`config.mk`:
```
export PLATFORM = sky130hd
export DESIGN_NAME = qadd_pipe
export DESIGN_NICKNAME = d
export VERILOG_FILES = /design/src/rtl/qadd_pipe.sv
export SDC_FILE = /design/constraint.sdc
export NUM_CORES = 1
export LEC_CHECK = 0
export CAP_MARGIN = 25
export CORE_ASPECT_RATIO = 0.9
export CORE_MARGIN = 4
export CORE_UTILIZATION = 58
export DETAILED_ROUTE_END_ITERATION = 7
export HOLD_SLACK_MARGIN = 0.05
export PLACE_DENSITY = 0.8
export SYNTH_ARGS = -nofsm -noshare
export SYNTH_HDL_FRONTEND = slang
export SYNTH_SLANG_ARGS = --single-unit
```
`constraint.sdc`:
```
create_clock -name clk -period 4.8 [get_ports clk]
set_clock_uncertainty 0.1 [all_clocks]
set_input_delay 0.96 -clock clk [delete_from_list [all_inputs] [get_ports clk]]
set_output_delay 0.96 -clock clk [all_outputs]
set_load 0.03 [all_outputs]
```
`src/rtl/qadd_pipe.sv`:
```
// qadd_pipe: two-stage multi-lane sign-magnitude adder/subtractor with saturation and valid/ready flow control.
module qadd_pipe #(
  parameter int Q = 15,
  parameter int N = 32,
  parameter int LANES = 1,
  parameter int SAT = 1
) (
  input  logic               clk,
  input  logic               rst,
  input  logic               in_valid,
  output logic               in_ready,
  input  logic               sub,
  input  logic [LANES*N-1:0] a,
  input  logic [LANES*N-1:0] b,
  output logic               out_valid,
  input  logic               out_ready,
  output logic [LANES*N-1:0] c,
  output logic [LANES-1:0]   ovf,
  output logic               ovf_sticky,
  input  logic               clr_sticky
);
  if (Q < 0 || Q > N - 1) begin : g_bad_q
    $error("Q exceeds word width");
  end
  logic                   s1_valid, s1_adv, s2_adv;
  logic [LANES*(N-1)-1:0] big_d, big_q, small_d, small_q;
  logic [LANES-1:0]       sign_d, sign_q, add_d, add_q, ovf_d;
  logic [LANES*N-1:0]     c_d;
  assign s2_adv = !out_valid || out_ready;
  assign s1_adv = !s1_valid || s2_adv;
  assign in_ready = s1_adv;
  for (genvar i = 0; i < LANES; i++) begin : g_lane
    logic [N-2:0] ma, mb, bq, sq, mag;
    logic [N-1:0] sum;
    logic         sa, sb, gt, o;
    assign ma = a[i*N +: N-1];
    assign mb = b[i*N +: N-1];
    // a negative zero operand is folded to +0 before any sign decision
    assign sa = a[i*N+N-1] & |ma;
    assign sb = (b[i*N+N-1] ^ sub) & |mb;
    assign gt = ma > mb;
    assign big_d[i*(N-1) +: N-1] = gt ? ma : mb;
    assign small_d[i*(N-1) +: N-1] = gt ? mb : ma;
    assign add_d[i] = sa == sb;
    assign sign_d[i] = (sa == sb || gt) ? sa : sb;
    assign bq = big_q[i*(N-1) +: N-1];
    assign sq = small_q[i*(N-1) +: N-1];
    assign sum = {1'b0, bq} + {1'b0, sq};
    assign o = add_q[i] & sum[N-1];
    assign mag = !add_q[i] ? bq - sq : (o && SAT != 0) ? '1 : sum[N-2:0];
    assign c_d[i*N +: N] = {sign_q[i] & |mag, mag};
    assign ovf_d[i] = o;
  end
  always_ff @(posedge clk) begin
    if (rst) begin
      s1_valid <= 1'b0;
      out_valid <= 1'b0;
      c <= '0;
      ovf <= '0;
      ovf_sticky <= 1'b0;
    end else begin
      if (s1_adv) s1_valid <= in_valid;
      if (s1_adv && in_valid) begin
        big_q <= big_d;
        small_q <= small_d;
        sign_q <= sign_d;
        add_q <= add_d;
      end
      if (s2_adv) out_valid <= s1_valid;
      if (s2_adv && s1_valid) begin
        c <= c_d;
        ovf <= ovf_d;
      end
      ovf_sticky <= (out_valid && out_ready && |ovf) || (ovf_sticky && !clr_sticky);
    end
  end
endmodule
```
==> reports/qor.csv <==
metric,value,unit
nFillCells,1207,
die_y,124,µm
regArea,0.00264,mm²
endpoint_kind,register,
slowest_stage,o31ai_1,
slowest_delay,0.49,ns
fin_util,69.4,%
port-buffer-count,105,
p_per_area,268,mW/mm²
drv_cap,0,
synth_fp_nets,1158,
grt_setup_unrepaired,no,
timing.final.ws_setup,0.435,ns
ioPinCount,106,
initial_core_util,59.2,%
synth_ff_type,edfxtp_1,
final-setup-viol-count,0,
synth_edf_count,64,
grt_pass1_vias,7498,
yosys_warnings,0,
place_congestion,0.997,
synthCells,994,
setup_tns,0,ns
antenna_found_initial,0,
postCtsHoldBufs,0,
die_w,137,µm
placedCellCount,1261,
cts_root_buf,clkbuf_16,
drive_above_1_share,10.1,%
status,"finished, final reports clean",
ctsLongestPathBuffers,2,
layout.cells.non_filler,1277,
nNetsFinal,1238,
drt_first_pass_iters,5,
critPathArrivalTime,4.51,ns
ir_drop,0.214,mV
antenna_cells,0,
slew_headroom,39.3,%
dpl.hpwl,19100,µm
power.leakage,4.11,nW
fin_crit,4.36,ns
cp-start-kind,register,
die-area,0.0170,mm²
fin_crit_sh,90.9,%
ant_nets,0,
htreeDepth,3,
grt_first_pass_wirelength,39000,µm
path_cells,ha_1 -> fa_1 -> nor2b_1 -> o311ai_1 -> a2111oi_0 -> o31ai_1 -> a32o_1 -> o21ai_2 -> a2111oi_0 -> or3_1 -> o31ai_1 -> nor4_1 -> a31oi_1,
syn_to_final_growth,17.4,%
dp_slack,0.306,ns
ys_seq_area_share,30.5,%
cts_sinks,100,
ys_ff_latch,100,
path_max_fanout,5,
cts_setup_buffers,0,
gr-usage-all-layers,29.3,%
grt.overflow.total,0,
synth_area,0.00867,mm²
fmax,0.229,GHz
tightest_slew,0.910,ns
grt_max_degree,64,
rows,42,
via_count,8120,
multi_input_area,0.00550,mm²
hold_viol_final,0,
critPathKind,reg2reg,
cp.required,4.94,ns
synth.avg_cell_area,8.73,µm²
drv_slew,0,
drt_iter0_drc,858,
cts_inserted_buffers,9,
synth-async-reset-ratio,0,%
routed_wirelength,25100,µm
clk_latency,0.37,ns
drc_errors,0,
ff2ff_path_depth,13,
avgRoutedWirePerCell,19.7,µm
clk_pin_slew,0.07,ns
synth.distinct_cells,75,
design.core.area,0.0147,mm²
whs_path_depth,2,
cts_tree,done,
cts_resized,0,
hold_class,reg2reg,
via_per_inst,6.36,
==> cell usage in the layout, fill, tap and decap left out, types with 7 or more instances in the layout <==
cell type and instances:
o21bai_1 8, nand2_1 46, nand3_1 14, ha_1 92, o21a_1 14, a211oi_1 31, dfxtp_1 36, buf_4 12
nor2b_1 21, clkdlybuf4s50_1 105, nand2b_1 11, mux2_2 62, nand4_1 20, o211ai_1 9, clkbuf_16 9, a21oi_1 87
nor2_1 82, nor3_1 22, a31oi_1 7, nor4_1 23, inv_1 91, or3_1 8, o21ai_0 39, o31ai_1 17
a21o_1 23, edfxtp_1 64
==> power by group <==
group	internal, mW	total, mW	switching, mW	leakage, nW
combinational	0.409	0.983	0.575	3.07
clock	0.365	0.727	0.363	0.145
sequential	0.985	1.02	0.0372	0.897
==> cell families (layout without fill, tap and decap cells) <==
kind of cell | Yosys count | count (layout) | share of synthesized area, %
mux | 66 | 66 | 8.52
buf+inv | 141 | 226 | 6.42
fa+ha+maj | 94 | 94 | 13.7
simple gates | 281 | 281 | 16.5
compound gates | 307 | 307 | 23.8
flops | 100 | 100 | 30.5
xor+xnor | 5 | 5 | 0.505
==> worst max-delay path, delay by kind of cell (launching register included) <==
kind,cells,cell delay (ns)
AOI/OAI and AO/OA,8,2.37
adders and majority gates,2,0.67
DFF,1,0.47
and+or+nand+nor,3,0.63
==> metrics by stage <==
stage / hold slack [ns] / area [µm²] / power [mW]
after floorplan: 0.396 / 8670 / 1.68
after global placement: 0.349 / 9890 / 1.97
after detailed placement: 0.349 / 9890 / 1.99
after CTS: 0.359 / 10200 / 2.71
after global routing: 0.378 / 10200 / 2.86
final: 0.362 / 10200 / 2.73
==> worst paths after layout <==
| path | endpoint | start | slack, ns |
|---|---|---|---|
| setup / recovery | c[31] | big_q[0] | 0.44 |
| hold / removal | c[29] | c[29] | 0.36 |
| setup reg to reg | c[31] | big_q[0] | 0.44 |
| hold reg to reg | c[29] | c[29] | 0.36 |
==> synth_stat cells, drive strengths merged (6+ instances only) <==
master	instances	area, µm²
o21a	14	105
o21bai	8	60.1
dfxtp	36	721
nand2	46	173
nor4	23	144
buf	16	87.6
a21o	23	173
nand4	20	125
a221oi	6	52.6
a31oi	7	43.8
or3	8	50.1
nor3b	6	45.0
clkbuf	33	124
nor2	83	314
o32a	6	60.1
inv	92	345
o21ai	43	219
a21oi	88	440
nor3	22	110
o211ai	9	67.6
and2	7	43.8
o31ai	17	128
ha	92	1150
edfxtp	64	1920
nand2b	12	82.6
a211oi	32	245
o22a	6	52.6
mux2	63	709
nor2b	22	138
nand3	14	70.1
==> layout make-up <==
cell class | count | area share [%]
clock buffer | 9 | 2.21
clock inverter | 7 | 0.615
inverter | 92 | 3.39
multi-input combinational | 753 | 54.0
sequential | 100 | 26.0
tap | 198 | 2.43
timing repair buffer | 118 | 11.4
==> flip-flops by register name, summed over array words and instances, names as in the netlist <==
name and cells:
s1_valid 1, out_valid 1, g_lane.sq 31, add_q 1, sign_q 1, big_q 31
c 32, ovf_sticky 1, ovf 1
==> layer usage <==
metal,share of wire [%],wire (µm),track usage (%)
met5,0,0,0
met4,2.3,582,9.48
met3,9.4,2360,5.33
met2,43,10900,44.3
met1,45,11300,42.5
Power figures use the tool's default switching activity.
